==> src/rtl/mux_n_sel_reg.sv <==
// Registered N:1 valid/ready selector, 1-cycle latency, full throughput; R is held low while Y is stalled (YV && !YR).
// MODE=1 arbitration is round-robin when MUX_SEL_RR_EN is defined, otherwise fixed lowest-index priority.
module mux_n_sel_reg #(
  parameter int N = 4,
  parameter int W = 8,
  localparam int SW = $clog2(N)
) (
  input  logic           clk,
  input  logic           rst_n,
  input  logic [N*W-1:0] D,
  input  logic [N-1:0]   V,
  output logic [N-1:0]   R,
  input  logic [SW-1:0]  S,
  input  logic           MODE,
  output logic [W-1:0]   Y,
  output logic           YV,
  input  logic           YR,
  output logic [SW-1:0]  GNT
);

  logic [W-1:0]  y_q, y_d;
  logic          yv_q, yv_d;
  logic [SW-1:0] gnt_q, gnt_d;
  logic          load_en;
  logic          cand_vld;
  logic [SW-1:0] cand_idx;
  logic [W-1:0]  sel_dat;
  logic [N-1:0]  rdy;

`ifdef MUX_SEL_RR_EN
  logic [SW-1:0] ptr_q, ptr_d;
  int            j;
`endif

  assign load_en = !yv_q || YR;

  // An out-of-range S matches no channel index, so it can never grant.
  always_comb begin
    cand_vld = 1'b0;
    cand_idx = '0;
`ifdef MUX_SEL_RR_EN
    j = 0;
`endif
    if (!MODE) begin
      for (int i = 0; i < N; i++) begin
        if (!cand_vld && S == SW'(i) && V[i]) begin
          cand_vld = 1'b1;
          cand_idx = SW'(i);
        end
      end
    end else begin
`ifdef MUX_SEL_RR_EN
      for (int k = 0; k < N; k++) begin
        j = int'(ptr_q) + k;
        if (j >= N) j = j - N;
        if (!cand_vld && V[j]) begin
          cand_vld = 1'b1;
          cand_idx = SW'(j);
        end
      end
`else
      for (int k = 0; k < N; k++) begin
        if (!cand_vld && V[k]) begin
          cand_vld = 1'b1;
          cand_idx = SW'(k);
        end
      end
`endif
    end
  end

  // Ready and data muxes are kept separate so D never reaches R.
  always_comb begin
    rdy     = '0;
    sel_dat = '0;
    for (int i = 0; i < N; i++) begin
      if (cand_idx == SW'(i)) begin
        rdy[i]  = rst_n && load_en && cand_vld;
        sel_dat = D[i*W +: W];
      end
    end
  end

  always_comb begin
    y_d   = y_q;
    yv_d  = yv_q;
    gnt_d = gnt_q;
`ifdef MUX_SEL_RR_EN
    ptr_d = ptr_q;
`endif
    if (load_en) begin
      if (cand_vld) begin
        y_d   = sel_dat;
        yv_d  = 1'b1;
        gnt_d = cand_idx;
`ifdef MUX_SEL_RR_EN
        if (MODE) ptr_d = (cand_idx == SW'(N-1)) ? '0 : cand_idx + 1'b1;
`endif
      end else begin
        yv_d = 1'b0;
      end
    end
  end

  always_ff @(posedge clk or negedge rst_n) begin
    if (!rst_n) begin
      y_q   <= '0;
      yv_q  <= 1'b0;
      gnt_q <= '0;
`ifdef MUX_SEL_RR_EN
      ptr_q <= '0;
`endif
    end else begin
      y_q   <= y_d;
      yv_q  <= yv_d;
      gnt_q <= gnt_d;
`ifdef MUX_SEL_RR_EN
      ptr_q <= ptr_d;
`endif
    end
  end

  assign R   = rdy;
  assign Y   = y_q;
  assign YV  = yv_q;
  assign GNT = gnt_q;

endmodule

==> config.mk <==
export PLATFORM = sky130hd
export DESIGN_NAME = mux_n_sel_reg
export DESIGN_NICKNAME = d
export VERILOG_FILES = /design/src/rtl/mux_n_sel_reg.sv
export SDC_FILE = /design/constraint.sdc
export NUM_CORES = 1
export LEC_CHECK = 0
export CORE_MARGIN = 2
export CORE_UTILIZATION = 36
export CTS_BUF_LIST = sky130_fd_sc_hd__clkbuf_2
export DETAILED_ROUTE_END_ITERATION = 10
export PLACE_DENSITY = 0.81
export SLEW_MARGIN = 25
export SYNTH_ARGS = -nofsm -noshare
export SYNTH_HDL_FRONTEND = slang
export SYNTH_SLANG_ARGS = --single-unit
==> constraint.sdc <==
create_clock -name clk -period 2.35 [get_ports clk]
set_clock_uncertainty 0.15 [all_clocks]
set_input_delay 0.47 -clock clk [delete_from_list [all_inputs] [get_ports clk]]
set_output_delay 0.47 -clock clk [all_outputs]
set_load 0.02 [all_outputs]
Yosys cells after proc, flatten, opt, wreduce, memory -nomap -nowiden
Cells that the tools add are included.
- shift-type cells: 0
- divide/modulo/power cells: 0
- $mul: 0
- mux-type cells: 31
- reduce and logical (&&, ||, !) cells: 23
- $add $sub $neg: 0
- eq/ne operators: 6
- order comparisons: 0
- bitwise gates (word level): 0
- operators by type and width (cell ; count):
    two-way mux 8 bit ; 4
    two-way mux 1 bit ; 22
    logical AND 1 bit ; 12
    two-way mux 2 bit ; 5
    equality test 2 bit (second input constant) ; 4
    zero test 1 bit ; 7
    equality test 2 x 1 -> 1 bit (second input constant) ; 2
    zero test 2 bit ; 2
    AND reduction 2 bit ; 1
    logical OR 1 bit ; 1
- latch bits: 0
- bits in writable memories: 0
- memories: 0
- register bits: 11
- memory bits (read-only): 0
- output and inout port bits: 15

Logic depth before layout (Yosys ltp)
Gate-level depths: netlist of run 1.
- depth after elaboration: 24
- mapped depth: 6
- mapped depth without buffers: 5

Worst setup path after synthesis of run 1
OpenSTA, ideal clock, no wires.
- path type: input port to output port
- start: input S[1]
- end: output R[0]
- cell stages on the path: 5
- path slack: -0.102 ns
- buffers on the path: 1
- arrival time: 1.832 ns
- cells stage by stage: mux2_1 -> nand3b_1 -> buf_2 -> nand2_2 -> nor3_1
- longest elaborated chain between the ends: 21
- elaborated cells between the ends (all ways): 29
- RTL lines (element ; line ; source):
    from (decl) ; 13 ; input logic [SW-1:0] S,
    zero test 2 bit ; 46 ; if (!cand_vld && S == SW'(i) && V[i]) begin
    logical AND 1 bit ; 46 ;
    two-way mux 1 bit ; 46 ;
    two-way mux 1 bit ; 44 ; if (!MODE) begin
    zero test 1 bit ; 46 ;
    logical AND 1 bit (2 in a row) ; 46 ;
    two-way mux 1 bit ; 46 ;
    two-way mux 1 bit ; 44 ;
    [3 not listed] ; -- ;
    two-way mux 1 bit ; 46 ;
    two-way mux 1 bit ; 44 ;
    zero test 1 bit ; 46 ;
    logical AND 1 bit (2 in a row) ; 46 ;
    two-way mux 2 bit / two-way mux 1 bit (equally long branches) ; 46 ;
    two-way mux 2 bit / two-way mux 1 bit (equally long branches) ; 44 ;
    zero test 2 bit / logical AND 1 bit (equally long branches) ; 77, 78 ;
    two-way mux 1 bit * ; 77 ; if (cand_idx == SW'(i)) begin
    to (decl) ; 12 ; output logic [N-1:0] R,
Mark *: on every way between the ends. The rest lies on a longest branch, timed or not. The select of a mux whose other input is x is not followed.

Worst setup path after layout of run 1
Ends and elaborated chain as after synthesis.

==> impl_metrics.toml, run 1 <==
[outcome]
status = "complete, no violations"

[drt]
finalWirelength_mm = 2.801
drt_iter0_drc = 19
wire_per_inst_um = 14.15
dr.pass1.iters = 4
vias = 1069
drc = 0
vias_per_cell = 5.399
detail-route-antenna-nets = 0

[cts]
cts-root-buf = "clkbuf_2"
cts-buffers-inserted = 3
htree_levels = 1
cts.sink_count = 11
clock_latency_ns = 0.26
clk_pin_slew_ns = 0.10
cts_buffer_depth = 2
holdBufCountCts = 0
cts_tree = "done"

[timing]
rsz0062_at_grt = "no"
period_needed_ns = 2.297
whs_ns = 0.3837
finalMaxSlewViolations = 0
finalSetupTns_ns = 0
slew_headroom = 0.7930
post-route-period-util = 0.9775
hold_violations = 0
fmax_mhz = 435.3
setup_viol_count_final = 0
worstMarginPinSlew_ns = 0.3085

[final_layout]
syn2layout_area_growth_pct = 88.20
diodes = 0
layout_common_cells = "clkdlybuf4s50_1, buf_4, dfrtp_1, nor2_1"
fill_cells = 193
layout.cells.most_common = "clkdlybuf4s50_1"
drive_above_1_share = 0.3471
nNetsFinal = 213

[synth]
ys_ff_latch = 11
async_flop_share = 1.000
syn-num-nets = 136
yosysUniqueCellTypes = 27
ys_seq_area_frac = 0.3245
ys_warn_count = 0
synthesis.area_um2 = 848.3
syn_inst = 94
ys.flop_type = "dfrtp_1"
synth_area_per_cell_um2 = 9.025
synth_edf_count = 0

[floorplan]
start_util = 0.3835
ios = 57
coreArea_um2 = 2212
num_rows = 17
die-area_um2 = 2761
die_x_um = 52.55
die_h_um = 52.55

[setup_path]
cpPeakStageDelay_ns = 0.53
cpMaxStageDelayCell = "mux4_2"
critical_path_class = "primary input to primary output"
cp-end-kind = "primary output"
startpoint_type = "primary input"
path_max_fanout = 4
path_cells = "buf_2, mux4_2, o32ai_4, a21oi_2, nand2_2, nor3_2, buf_4"
arrival_ns = 1.68
required_ns = 1.73

[place]
place_hpwl_mm = 2.212
gp_congestion = 0.7810
io_buffers = 56

[grt]
grt_pass1_wl_mm = 4.278
grt_max_degree = 21
overflow = 0
grtUsageTotal = 0.2158
grt_pass1_vias = 1028
grt_antenna_before_repair = 0

[flow_run]
cap_viol_max_count = 0

[min_path]
hp-class = "register to register"

[power]
internal_power_mw = 0.4793
ir_worst_vdd_v = 0.0002783
leakage_nw = 0.6816
switching_share = 0.3591
seqPwrFrac = 0.331
pwr-share-clk = 0.147
power_switching_mw = 0.2685
powerDensity_nw_per_um2 = 468.4
p_comb_frac = 0.522
==> metrics by stage <==
stage / utilization / setup WS (ns) / total power [mW] / std cells / instance area [µm²]
final: 0.7217 / 0.05290 / 0.7479 / 198 / 1597
after detailed placement: 0.7031 / -0.8441 / 0.6321 / 191 / 1555
after global placement: 0.7031 / -0.7442 / 0.6215 / 191 / 1555
after floorplan: - / -0.1020 / 0.4239 / 94 / 853.3
after global routing: 0.7217 / 0.01923 / 0.7873 / 198 / 1597
after CTS: 0.7183 / 0.005389 / 0.7526 / 197 / 1589
==> kinds of logic after synthesis <==
group / share of synthesized area
mux: 0.05162
simple gates: 0.2390
buf+inv: 0.05162
compound gates: 0.3333
flops: 0.3245
==> metal layers <==
layer,global-route usage,vias to the layer above,wire length (µm)
li1,-,510,-
met5,0,-,0
met4,0.1154,0,27
met2,0.3813,60,1370
met1,0.2487,497,1200
met3,0.02857,2,203
==> timing repair <==
action / CTS / global route
resized for setup: 50 / 3
pin swaps: 5 / 3
setup buffers: 2 / 1
gates cloned: 0 / 0
endpoints found under the setup margin: 5 / 4
==> sequential cells by signal (all words and copies together) (netlist names) <==
name and cells:
GNT 2, Y 8, YV 1
==> power groups by stage <==
stage / sequential [mW] / clock (mW) / combinational, mW
2_1_floorplan: 0.296 / 0 / 0.128
3_3_place_gp: 0.249 / 0 / 0.373
3_5_place_dp: 0.251 / 0 / 0.381
4_1_cts: 0.248 / 0.116 / 0.388
5_1_grt: 0.252 / 0.119 / 0.416
6_report: 0.247 / 0.110 / 0.391
==> worst max-delay path: cells and delay by family <==
family	cells	cell delay, ns
buffers and inverters	2	0.27
multiplexers	1	0.53
AND/OR/NAND/NOR	2	0.18
AO/OA/AOI/OAI	2	0.22
==> worst paths after layout <==
check / start / endpoint / slack (ns) / cells after the start
min in group asynchronous: rst_n / Y[4]$_DFFE_PN0P_ / 0.40 / 2
worst max-delay path: S[1] / R[0] / 0.05 / 7
worst max register to register: YV$_DFFE_PN0N_ / Y[1]$_DFFE_PN0P_ / 0.96 / 5
max in group asynchronous: rst_n / GNT[0]$_DFFE_PN0P_ / 1.50 / 2
worst min-delay path: GNT[1]$_DFFE_PN0P_ / GNT[1]$_DFFE_PN0P_ / 0.38 / 2
worst min register to register: GNT[1]$_DFFE_PN0P_ / GNT[1]$_DFFE_PN0P_ / 0.38 / 2
==> synthesized netlist by cell type (all sizes together), types with 2 or more instances <==
cell type,n,share of area
dfrtp,11,0.32
nor2,11,0.049
nand2,10,0.047
nand3,9,0.068
a31oi,8,0.059
o211ai,8,0.12
o2bb2ai,8,0.083
buf,6,0.043
nor3,4,0.024
a21oi,3,0.027
inv,2,0.0089
nor2b,2,0.015
o21ai,2,0.012
==> cell type report <==
class	count	area, µm²	share of cell area
Tap cell	28	35.03	0.02194
Multi-Input combinational cell	75	576.8	0.3613
Inverter	2	7.507	0.004702
Clock buffer	4	20.02	0.01254
Timing Repair Buffer	78	681.9	0.4271
Sequential cell	11	275.3	0.1724
Power figures use the tool's default switching activity.
==> run 2: changes to the inputs <==
TNS_END_PERCENT = 5   (was default)
==> run 2 against run 1 <==
The flow now finishes with violations (negative setup slack); critical path depth unchanged; power about the same; clock power decreased by 7%; cell count increased by 1.0%; first-iteration DRC count decreased by 16%; utilization increased by 1.9 points; register-to-register slack got worse by 0.30 ns; critical path type unchanged; critical endpoint is now R[2]; largest power group unchanged.
==> impl_metrics.toml, run 2 (synthesized netlist as in run 1, its figures left out) <==
[grt]
grt_pass1_vias = 969
grtUsageTotal = 0.2146
grt_antenna_before_repair = 0
grt_pass1_wl_mm = 4.215
grt_max_degree = 21
overflow = 0

[min_path]
min_to = "GNT[0]$_DFFE_PN0P_"
hp-class = "register to register"
hold_start = "GNT[0]$_DFFE_PN0P_"
hold_path_depth = 2

[setup_path]
path_max_fanout = 4
cp-end-kind = "primary output"
cpMaxStageDelayCell = "or3b_4"
required_ns = 1.73
path_cells = "buf_8, or3b_4, o32ai_4, a21oi_2, nand2_2, nor3_2, buf_4"
reg2reg_to = "Y[5]$_DFFE_PN0P_"
worstRegToRegCells = 8
r2r-start = "YV$_DFFE_PN0N_"
cpPeakStageDelay_ns = 0.42
startpoint_type = "primary input"
critical_path_class = "primary input to primary output"
r2r_slack_ns = 0.66
arrival_ns = 1.76

[timing]
rsz0062_at_grt = "yes"
finalMaxSlewViolations = 0
post-route-period-util = 1.014
fmax_mhz = 419.5
worstMarginPinSlew_ns = 0.3012
slew_headroom = 0.7934
hold_violations = 0
whs_ns = 0.3715
fin_ws_ns = -0.03367
period_needed_ns = 2.384
setup_viol_count_final = 3

[drt]
drt_iter0_drc = 16
wire_per_inst_um = 13.97
vias = 1046
vias_per_cell = 5.230
finalWirelength_mm = 2.794
drc = 0
detail-route-antenna-nets = 0
dr.pass1.iters = 5

[power]
switching_share = 0.3511
seqPwrFrac = 0.329
powerDensity_nw_per_um2 = 456.4
ir_worst_vdd_v = 0.0003198
leakage_nw = 0.7037
p_comb_frac = 0.534
pwr-share-clk = 0.137
internal_power_mw = 0.4853
power.total_mw = 0.7480
power_switching_mw = 0.2627

[cts]
cts-buffers-inserted = 3
clk_pin_slew_ns = 0.10
clock_latency_ns = 0.24
cts-root-buf = "clkbuf_2"
cts.sink_count = 11
htree_levels = 1
cts_tree = "done"
cts_buffer_depth = 2

[final_layout]
fin_util = 0.7410
fin_cells = 200
nNetsFinal = 215
drive_above_1_share = 0.3488
syn2layout_area_growth_pct = 93.22
layout_common_cells = "clkdlybuf4s50_1, buf_4, dfrtp_1, nor2_1"
layout.cells.most_common = "clkdlybuf4s50_1"
diodes = 0
largest_reg_flops = 8

[place]
gp_congestion = 0.8582
dpl.cell_count = 190
place_hpwl_mm = 2.113
io_buffers = 56
dp_slack_ns = -0.8339

[outcome]
status = "finished, violations left"
violations = "negative setup slack"

[floorplan]
start_util = 0.3835
coreArea_um2 = 2212
die-area_um2 = 2761
die_x_um = 52.55
ios = 57
die_h_um = 52.55
num_rows = 17

[flow_run]
cap_viol_max_count = 0
==> run 2: cell types whose count changed in the layout (fill, tap and decap cells not counted) <==
cell             change
buf_2                -3
buf_6                +2
nor3_4               +1
clkbuf_2             +1
buf_8                +1
nor3_2               -1
and2_2               +1
and2_4               -1
clkdlybuf4s15_1      +1
==> run 2: repair_timing <==
item                       CTS  global route
setup endpoints to repair    4             4
cloned                       0             0
buffers inserted             5             1
pin swaps                    5             4
hold buffers                 0             0
resized for setup           43            16
==> run 2: layout make-up <==
type | instances | area (µm²)
clock buffers | 4 | 20.02
fillers | 172 | 573.1
inverters | 2 | 7.507
multi-input cells | 75 | 581.8
flip-flops and latches | 11 | 275.3
well taps | 28 | 35.03
repair buffers | 80 | 719.4
==> run 2: worst max-delay path, delay by kind of cell <==
kind,cells,cell delay (ns)
AND/OR/NAND/NOR,3,0.65
buffers and inverters,2,0.26
AO/OA/AOI/OAI,2,0.39
==> run 2: worst max path at each step <==
stage | to | slack [ns] | depth (start not counted) | startpoint
after floorplan | R[0] | -0.10 | 5 | S[1]
after global placement | R[0] | -0.73 | 7 | S[1]
after detailed placement | R[2] | -0.83 | 7 | S[1]
after CTS | R[2] | 0.009 | 7 | V[1]
after global routing | R[1] | -0.06 | 7 | V[1]
final | R[2] | -0.03 | 7 | V[1]
==> run 2: power groups by stage <==
stage / registers, mW / clock network, mW / logic (mW)
floorplan: 0.296 / 0 / 0.127
global placement: 0.248 / 0 / 0.370
detailed placement: 0.251 / 0 / 0.377
CTS: 0.247 / 0.107 / 0.390
global route: 0.252 / 0.120 / 0.425
finish: 0.246 / 0.102 / 0.399
==> run 2: metal layers <==
layer / GRT usage / vias up / routed length, µm / part of all wire
met2: 0.3667 / 48 / 1406 / 0.50
met1: 0.2451 / 479 / 1083 / 0.39
li1: - / 513 / - / -
met3: 0.03429 / 6 / 237 / 0.085
met4: 0.1368 / 0 / 65 / 0.023
met5: 0 / - / 0 / 0
==> run 2: per-stage QoR <==
stage	TNS, ns	area, µm²
6_report	-0.06903	1639
5_1_grt	-0.1997	1639
4_1_cts	0	1602
3_5_place_dp	-5.418	1543
3_3_place_gp	-4.415	1543
2_1_floorplan	-0.2271	848.3
